$ cat config.mk
export PLATFORM = sky130hd
export DESIGN_NAME = psg_core
export DESIGN_NICKNAME = d
export VERILOG_FILES = /design/src/rtl/psg_core.sv
export SDC_FILE = /design/constraint.sdc
export NUM_CORES = 1
export LEC_CHECK = 0
export ABC_AREA = 1
export CAP_MARGIN = 20
export CORE_AREA = 3 3 154 156
export CTS_CLUSTER_SIZE = 25
export DETAILED_ROUTE_END_ITERATION = 10
export DIE_AREA = 0 0 157 159
export PLACE_DENSITY_LB_ADDON = 0.15
export SLEW_MARGIN = 20
export SYNTH_ARGS = -nofsm -noshare
export SYNTH_HDL_FRONTEND = slang
export SYNTH_SLANG_ARGS = --single-unit
$ cat constraint.sdc
create_clock -name clk -period 4.91 [get_ports clk]
set_clock_uncertainty 0.15 [all_clocks]
set_input_delay 0.491 -clock clk [delete_from_list [all_inputs] [get_ports clk]]
set_output_delay 0.491 -clock clk [all_outputs]
set_load 0.05 [all_outputs]
$ cat src/rtl/psg_core.sv
// Programmable sound generator: square-wave tone channels with attack/hold/release envelopes,
// an LFSR noise source, a saturating mixer and a PWM output stage.
module psg_core #(
   parameter int unsigned NUM_CH   = 3,
   parameter int unsigned PERIOD_W = 12,
   parameter int unsigned PWM_W    = 8
) (
   input  logic              clk,
   input  logic              rst,
   input  logic              write_strobe,
   input  logic [3:0]        address,
   input  logic [7:0]        data,
   output logic              signal_out,
   output logic [NUM_CH-1:0] wave_o,
   output logic              noise_o,
   output logic [PWM_W-1:0]  mix_o
);

   typedef enum logic [1:0] {StIdle, StAttack, StHold, StRelease} env_st_e;

   localparam logic [PERIOD_W-1:0] PerOne = PERIOD_W'(1);
   localparam int unsigned         MixMax = (1 << PWM_W) - 1;

   // Register file
   logic [PERIOD_W-1:0] period_q [NUM_CH];
   logic [7:0]          shadow_q [NUM_CH];
   logic [3:0]          vol_q    [NUM_CH];
   logic [NUM_CH-1:0]   tone_en_q;
   logic                noise_en_q;
   logic [3:0]          noise_vol_q, noise_div_q;
   logic [7:0]          rate_q;

   // Channel state
   logic [PERIOD_W-1:0] cnt_q [NUM_CH], cnt_d [NUM_CH];
   logic [NUM_CH-1:0]   wave_q, wave_d;
   logic [3:0]          lvl_q [NUM_CH], lvl_d [NUM_CH];
   env_st_e             st_q  [NUM_CH], st_d  [NUM_CH];
   logic [NUM_CH-1:0]   en_prev_q, active;
   logic [7:0]          pre_q, pre_d;
   logic                tick;

   // Noise, mixer and PWM state
   logic [14:0]         lfsr_q, lfsr_d;
   logic [3:0]          ndiv_q, ndiv_d;
   logic                shift;
   logic [10:0]         sum;
   logic [7:0]          prod;
   logic [PWM_W-1:0]    mix_q, mix_d, duty_q, duty_d, pwm_q;
   logic                sig_q, sig_d;

   always_ff @(posedge clk or negedge rst) begin
      if (!rst) begin
         for (int c = 0; c < NUM_CH; c++) begin
            period_q[c] <= '0;
            shadow_q[c] <= '0;
            vol_q[c]    <= '0;
         end
         tone_en_q   <= '0;
         noise_en_q  <= 1'b0;
         noise_vol_q <= '0;
         noise_div_q <= '0;
         rate_q      <= '0;
      end else if (write_strobe) begin
         for (int c = 0; c < NUM_CH; c++) begin
            if (address == 4'(2 * c)) shadow_q[c] <= data;
            // High byte commits the whole period at once so the counter never sees a torn value
            if (address == 4'(2 * c + 1)) begin
               period_q[c] <= {data[PERIOD_W-9:0], shadow_q[c]};
               vol_q[c]    <= data[7:4];
            end
         end
         case (address)
            4'd8: begin
               noise_vol_q <= data[3:0];
               noise_div_q <= data[7:4];
            end
            4'd9: begin
               tone_en_q  <= data[NUM_CH-1:0];
               noise_en_q <= data[7];
            end
            4'd10:   rate_q <= data;
            default: ;
         endcase
      end
   end

   always_comb begin
      tick   = (pre_q >= rate_q);
      pre_d  = tick ? '0 : pre_q + 8'd1;
      active = '0;
      for (int c = 0; c < NUM_CH; c++) begin
         active[c] = tone_en_q[c] | (lvl_q[c] != 4'd0);
         cnt_d[c]  = cnt_q[c];
         wave_d[c] = wave_q[c];
         if (!active[c] || (period_q[c] == '0)) begin
            cnt_d[c]  = '0;
            wave_d[c] = 1'b0;
         end else if (cnt_q[c] >= period_q[c] - PerOne) begin
            cnt_d[c]  = '0;
            wave_d[c] = ~wave_q[c];
         end else begin
            cnt_d[c] = cnt_q[c] + PerOne;
         end

         st_d[c]  = st_q[c];
         lvl_d[c] = lvl_q[c];
         if (tone_en_q[c] && !en_prev_q[c]) begin
            st_d[c] = StAttack;
         end else if (!tone_en_q[c] && en_prev_q[c] &&
                      ((st_q[c] == StAttack) || (st_q[c] == StHold))) begin
            st_d[c] = StRelease;
         end
         // The level step is applied in the same edge as the transition into a ramp state
         case (st_d[c])
            StAttack: begin
               if (lvl_q[c] == 4'd15) begin
                  st_d[c] = StHold;
               end else if (tick) begin
                  lvl_d[c] = lvl_q[c] + 4'd1;
                  if (lvl_q[c] == 4'd14) st_d[c] = StHold;
               end
            end
            StRelease: begin
               if (lvl_q[c] == 4'd0) begin
                  st_d[c] = StIdle;
               end else if (tick) begin
                  lvl_d[c] = lvl_q[c] - 4'd1;
                  if (lvl_q[c] == 4'd1) st_d[c] = StIdle;
               end
            end
            default: ;
         endcase
      end
   end

   always_ff @(posedge clk or negedge rst) begin
      if (!rst) begin
         for (int c = 0; c < NUM_CH; c++) begin
            cnt_q[c] <= '0;
            lvl_q[c] <= '0;
            st_q[c]  <= StIdle;
         end
         wave_q    <= '0;
         en_prev_q <= '0;
         pre_q     <= '0;
      end else begin
         for (int c = 0; c < NUM_CH; c++) begin
            cnt_q[c] <= cnt_d[c];
            lvl_q[c] <= lvl_d[c];
            st_q[c]  <= st_d[c];
         end
         wave_q    <= wave_d;
         en_prev_q <= tone_en_q;
         pre_q     <= pre_d;
      end
   end

   always_comb begin
      shift  = noise_en_q && (ndiv_q >= noise_div_q);
      ndiv_d = (!noise_en_q || shift) ? '0 : ndiv_q + 4'd1;
      lfsr_d = shift ? {lfsr_q[13:0], lfsr_q[14] ^ lfsr_q[13]} : lfsr_q;

      sum  = '0;
      prod = '0;
      if (noise_en_q && lfsr_q[0]) sum = {7'd0, noise_vol_q};
      for (int c = 0; c < NUM_CH; c++) begin
         prod = {4'd0, vol_q[c]} * {4'd0, lvl_q[c]};
         if (wave_q[c]) sum = sum + {7'd0, prod[7:4]};
      end
      mix_d = (sum > 11'(MixMax)) ? '1 : sum[PWM_W-1:0];

      // Duty only follows the mix at the period boundary to avoid mid-period glitches
      duty_d = (&pwm_q) ? mix_q : duty_q;
      sig_d  = (pwm_q < duty_q);
   end

   always_ff @(posedge clk or negedge rst) begin
      if (!rst) begin
         lfsr_q <= 15'h0001;
         ndiv_q <= '0;
         mix_q  <= '0;
         duty_q <= '0;
         pwm_q  <= '0;
         sig_q  <= 1'b0;
      end else begin
         lfsr_q <= lfsr_d;
         ndiv_q <= ndiv_d;
         mix_q  <= mix_d;
         duty_q <= duty_d;
         pwm_q  <= pwm_q + PWM_W'(1);
         sig_q  <= sig_d;
      end
   end

   assign wave_o     = wave_q;
   assign mix_o      = mix_q;
   assign signal_out = sig_q;
   // LFSR resets to 1, so the bit is gated to keep the output low while reset is held
   assign noise_o    = lfsr_q[0] & rst;

endmodule

* Yosys cells after proc, flatten, opt, wreduce, memory -nomap -nowiden
Index checks and enable logic that the tools add are counted.
** Word-level totals
- Output and inout bits :: 13
- Register bits :: 204
- Word-level logic and storage cells :: 229
- Bits of input ports :: 15
** Cells by class
- Reduce and logical (&&, ||, !) cells :: 57
- Order comparisons :: 7
- Bitwise operators :: 8
- Muxes and demuxes :: 61
- Add/subtract/negate cells :: 18
- Multiply operators :: 3
- Equality and inequality tests :: 41
** Operators with widths (count)
- $mux 12 :: 6
- $mux 4 :: 14
- $mux 2 :: 24
- $add 12x1->12 const B :: 3
- $eq 4x4->1 const B :: 9
- $ge 12x12->1 :: 3
- $logic_not 12->1 :: 3
- $sub 12x1->12 const B :: 3
- $add 11x4->11 :: 3
- $mux 11 :: 3
- $mul 4x4->8 :: 3
- $ne 2x2->1 const B :: 12
- $pmux 4 s2 :: 3
- $reduce_and 2->1 :: 9
- $add 4x1->4 const B :: 4
- $add 8x1->8 const B :: 2
- $eq 4x1->1 const B :: 4
- $logic_not 4->1 :: 4
- $mux 8 :: 2
- $reduce_and 5->1 :: 3
- $eq 2x1->1 const B :: 6
- $eq 2x2->1 const B :: 6
- $pmux 2 s2 :: 3
- $reduce_bool 2->1 :: 6
- 17 further kinds :: 57

* Depth between registers and ports, before layout
- Word-level depth :: 10
- Gate-level depth with buffers :: 33
- Depth with buffers taken out :: 32

* Worst setup path before layout
Ideal clock, no wire load.
- Path kind :: register to register
- Start :: register lvl_q[10] (netlist name)
- End :: register mix_q[4] (netlist: mix_o[4])
- Path buffers :: 1
- Arrival :: 4755 ps
- Setup time :: 113 ps
- Period minus slack after synthesis :: 5017 ps
- Setup slack :: -107 ps
- Cell stages (with the launch flop) :: 30
- Required time :: 4647 ps
- Path through :: dfrtp_1 buf_2 nand2_1 fa_1 inv_1 fa_1 ha_1 nand2_1 nand2_1 xor2_1 ha_1 inv_1 fa_1 xor2_1 o21ai_2 ha_1 a21oi_1 nand2_1 or2_2 nand2_1 nand2_1 and2_1 ha_1 nand2_1 nand2_1 nand2_1 inv_1 nand2_1 nand2_1 inv_1
** Between the ends
- Cells in the longest elaborated chain, start to end :: 9
** Ends and longest elaborated chain
- start, declared :: RTL line 36 : logic [3:0] lvl_q [NUM_CH], lvl_d [NUM_CH];
- start signal, assigned by index :: RTL line 149 : lvl_q[c] <= lvl_d[c];
- $mul 4x4->8 (*) :: RTL line 167 : prod = {4'd0, vol_q[c]} * {4'd0, lvl_q[c]};
- $add 11x4->11 (*) :: RTL line 168 : if (wave_q[c]) sum = sum + {7'd0, prod[7:4]};
- $mux 11 (*) :: RTL line 168
- $add 11x4->11 :: RTL line 168
- $mux 11 (*) :: RTL line 168
- $add 11x4->11 :: RTL line 168
- $mux 11 (*) :: RTL line 168
- $gt 11x8->1 :: RTL line 170 : mix_d = (sum > 11'(MixMax)) ? '1 : sum[PWM_W-1:0];
- $mux 8 (*) :: RTL line 170
- named net mix_d[4] :: RTL line 48 : logic [PWM_W-1:0] mix_q, mix_d, duty_q, duty_d, pwm_q;
- end signal, assigned :: RTL line 188 : mix_q <= mix_d;
- end, declared :: RTL line 48
The timed path passes the listed nets; every way through them passes the cells marked *.
A chain may end at the register's enable or synchronous reset.

* Worst setup path in the final report
- Start :: register vol_q[10] (netlist name)
- End :: register mix_q[3] (netlist: mix_o[3])
** Between the ends
- Cells in the longest elaborated chain, start to end :: 9
** Ends and longest elaborated chain
- start, declared :: RTL line 27 : logic [3:0] vol_q [NUM_CH];
- start signal, assigned by index :: RTL line 69 : vol_q[c] <= data[7:4];
- $mul 4x4->8 (*) :: RTL line 167
- $add 11x4->11 (*) :: RTL line 168
- $mux 11 (*) :: RTL line 168
- $add 11x4->11 :: RTL line 168
- $mux 11 (*) :: RTL line 168
- $add 11x4->11 :: RTL line 168
- $mux 11 (*) :: RTL line 168
- $gt 11x8->1 :: RTL line 170
- $mux 8 (*) :: RTL line 170
- named net mix_d[3] :: RTL line 48
Marks and branches as above.

==> impl_metrics.csv <==
group,metric,value,unit
outcome,outcome,"finished, violations left",
outcome,violations,"setup timing",
worst_hold_path,hp-start,"tone_en_q[2]",
timing,fmax,199,MHz
layout,instances_no_fill,1928,
worst_hold_path,hold_class,"flip-flop to flip-flop",
worst_setup_path,crit_path_top_delay_cell,"fa_1",
global_route,grt_usage,20.9,%
logic_synthesis,async_reset_ff_share,100,%
drt,wl,25.7,mm
drt,vias_per_cell,5.11,
worst_setup_path,r2r_start,"vol_q[10]",
worst_setup_path,max_stage_delay,0.54,ns
timing,tightest_slew,1.00,ns
logic_synthesis,seq_area_frac_synth,39.4,%
power,powerDensity,450,nW/µm²
worst_hold_path,min_delay_path_depth,0,
timing,rsz0062_at_grt,"true",
worst_setup_path,cp_top_family,"adder cells",
worst_setup_path,cpMostUsedCell,"buf_4",
cts,numCtsBuffers,23,
worst_setup_path,endpoint_kind,"flip-flop",
floorplanning,die_w,157,µm
logic_synthesis,synth_edf_count,0,
floorplanning,die_area,25000,µm²
layout,area_delta_synth_final,12.3,%
global_route,grt_first_pass_wirelength,43.9,mm
layout,finish.utilization,64.0,%
place,dp_hpwl,18.3,mm
floorplanning,dieHeight,159,µm
power,ir_worst_vdd,0.000310,V
logic_synthesis,ys_warn_count,0,
cts,cts_tree,"yes",
worst_setup_path,cp_max_fo,3,
logic_synthesis,synth_top_area_share,39.2,%
worst_setup_path,r2r-end,"mix_o[3]",
logic_synthesis,yosysUniqueCellTypes,46,
global_route,antenna_found_initial,0,
timing,final.min_clock_period,5.02,ns
run,cap_violations,0,
worst_setup_path,r2r_cells,27,
drt,avgRoutedWirePerCell,13.3,µm
place,gp_congestion,0.848,
logic_synthesis,synth_area,12800,µm²
drt,dr_total_vias,9860,
place,io_buffer_count,26,
cts,clk_path_buf_depth,3,
floorplanning,row_count,55,
worst_setup_path,path_class,"flip-flop to flip-flop",
logic_synthesis,ys_ff_latch,202,
cts,insertion_delay,0.52,ns
worst_setup_path,start_kind,"flip-flop",
logic_synthesis,synth_common_cells,"nand2_1 (414), inv_1 (215), dfrtp_1 (201), ha_1 (119), nor2_1 (114)",
timing,drv_slew,0,
worst_setup_path,cp_num_buf_inv,8,
global_route,grt_max_degree,126,
logic_synthesis,yosysMostFrequentCell,"nand2_1",
place,dp_cells,1874,
worst_setup_path,reg2reg_slack,-0.11,ns
worst_setup_path,crit_arrival,5.27,ns
cts,root_buffer,"clkbuf_16",
layout,final.fill_count,1900,
drt,firstDrtPassIters,5,
cts,path_clk_slew,0.06,ns
floorplanning,io-pin-count,28,
layout,finalNetCount,1773,
worst_setup_path,cp.required,5.16,ns
layout,diodes,0,
drt,drt_iter0_markers,453,
logic_synthesis,syn_inst,1579,
timing,relSlewSlack,33.2,%
floorplanning,core_region_area,22500,µm²
timing,setup_violations,4,
layout,multiInputGateArea,6900,µm²
logic_synthesis,synth_area_leaders,"dfrtp_1 (39%), nand2_1 (12%), ha_1 (12%)",
layout,regArea,5060,µm²
floorplanning,start_util,57.0,%
timing,hold_viol,0,
timing,final.setup.tns,-0.196,ns
timing,fin_crit_sh,102,%
timing,finalWorstSetupSlack,-0.107,ns
layout,drive_above_1_share,10.7,%
cts,cts.sinks,202,
cts,htree_levels,1,
global_route,overflow,0,
logic_synthesis,yosys.area.top_type,"dfrtp_1",
worst_hold_path,hold_end,"en_prev_q[2]",
power,p_leak,7.79,nW
drt,post-route-drc-count,0,
global_route,grt_pass1_vias,9497,
drt,ant_nets,0,
power,totalPowerFinal,6.47,mW
logic_synthesis,avgSynthCellArea,8.12,µm²
logic_synthesis,synth_nets,1725,
logic_synthesis,synthFlopType,"dfrtp_1",
## registers in the layout (all words and copies together) (netlist names), 4 cells and up
| name | cells |
|---|---|
| cnt_q | 36 |
| duty_q | 7 |
| lfsr_q | 15 |
| lvl_q | 12 |
| mix_o | 7 |
| ndiv_q | 4 |
| noise_div_q | 4 |
| noise_vol_q | 4 |
| period_q | 36 |
| pre_q | 8 |
| pwm_q | 8 |
| rate_q | 8 |
| shadow_q | 24 |
| st_q | 6 |
| vol_q | 12 |
## timing repair
action,4_1_cts,5_1_grt
endpoints found under the hold margin,77,0
pin swaps,19,7
buffers inserted,9,3
hold buffers,1,0
gates resized for setup,16,14
setup endpoints to repair,4,5
cloned,0,0
## stage by stage
stage / worst slack [ns] / hold slack [ns] / instance area (µm²)
6_report: -0.107 / 0.317 / 14400
5_1_grt: -0.304 / 0.347 / 14400
4_1_cts: -0.0173 / 0.317 / 14300
3_5_place_dp: -0.178 / 0.302 / 13400
3_3_place_gp: -0.0389 / 0.303 / 13400
2_1_floorplan: 0.0222 / 0.0454 / 12900
## cells in the final DEF, fill, tap and decap left out, types with 3 or more instances in the layout
master	Yosys	layout
nand2_1	414	404
inv_1	215	212
dfrtp_1	201	201
nor2_1	114	114
ha_1	119	112
nand3_1	100	98
o21ai_0	78	78
xor2_1	64	62
a21oi_1	53	51
buf_4	6	26
nand4_1	25	25
clkdlybuf4s50_1	0	25
clkbuf_16	0	23
nand2_2	12	22
nor2_2	22	22
xnor2_1	19	18
nor3_1	15	15
mux2_2	11	11
fa_1	12	10
nand3b_1	9	9
clkbuf_1	6	9
nand3_2	6	8
inv_2	4	7
nor3b_1	6	6
clkbuf_8	0	6
a21o_1	5	5
a21oi_2	3	5
ha_4	0	5
o21ai_2	5	4
and3_1	4	4
o21ai_4	2	4
or2_2	5	3
nand2_4	3	3
## report_power, final
| group | internal [mW] | switching [mW] | leakage (nW) | total, mW |
|---|---|---|---|---|
| Sequential | 1.98 | 0.314 | 2.62 | 2.30 |
| Combinational | 0.927 | 1.52 | 4.80 | 2.45 |
| Clock | 1.05 | 0.673 | 0.372 | 1.72 |
## routing by layer
layer  GRT usage (%)  wire [µm]  vias up
met4            5.13        598        0
li1                -          -     5124
met1            28.1      12000     4570
met5               0          0        -
met2            35.5      12200      127
met3            3.07        896       39
## worst max-delay path by stage
stage,depth (start not counted),endpoint,from,slack (ns)
global route,26,mix_o[5],vol_q[10],-0.30
global placement,24,mix_o[5],vol_q[8],-0.04
CTS,24,mix_o[5],vol_q[10],-0.02
detailed placement,24,mix_o[5],lvl_q[11],-0.18
floorplan,25,mix_o[5],lvl_q[11],0.02
finish,27,mix_o[3],vol_q[10],-0.11
## logic make-up (layout without fill, tap and decap cells)
| logic type | after synthesis | in the layout | synth area share (%) |
|---|---|---|---|
| simple gates | 743 | 743 | 25.5 |
| buf+inv | 251 | 315 | 8.06 |
| flops | 202 | 202 | 39.4 |
| compound gates | 156 | 156 | 6.79 |
| fa+ha+maj | 131 | 131 | 13.5 |
| xor+xnor | 83 | 83 | 5.67 |
| mux | 12 | 12 | 1.04 |
| other cells | 1 | 1 | 0.0292 |
## layout make-up
| cell class | instances | area share [%] |
|---|---|---|
| flip-flops and latches | 202 | 35.1 |
| multi-input cells | 1126 | 47.9 |
| clock inverters | 4 | 0.591 |
| clock buffers | 37 | 4.71 |
| repair buffers | 55 | 3.48 |
| well taps | 285 | 2.48 |
| inverters | 219 | 5.71 |
(Power assumes the default switching activity.)
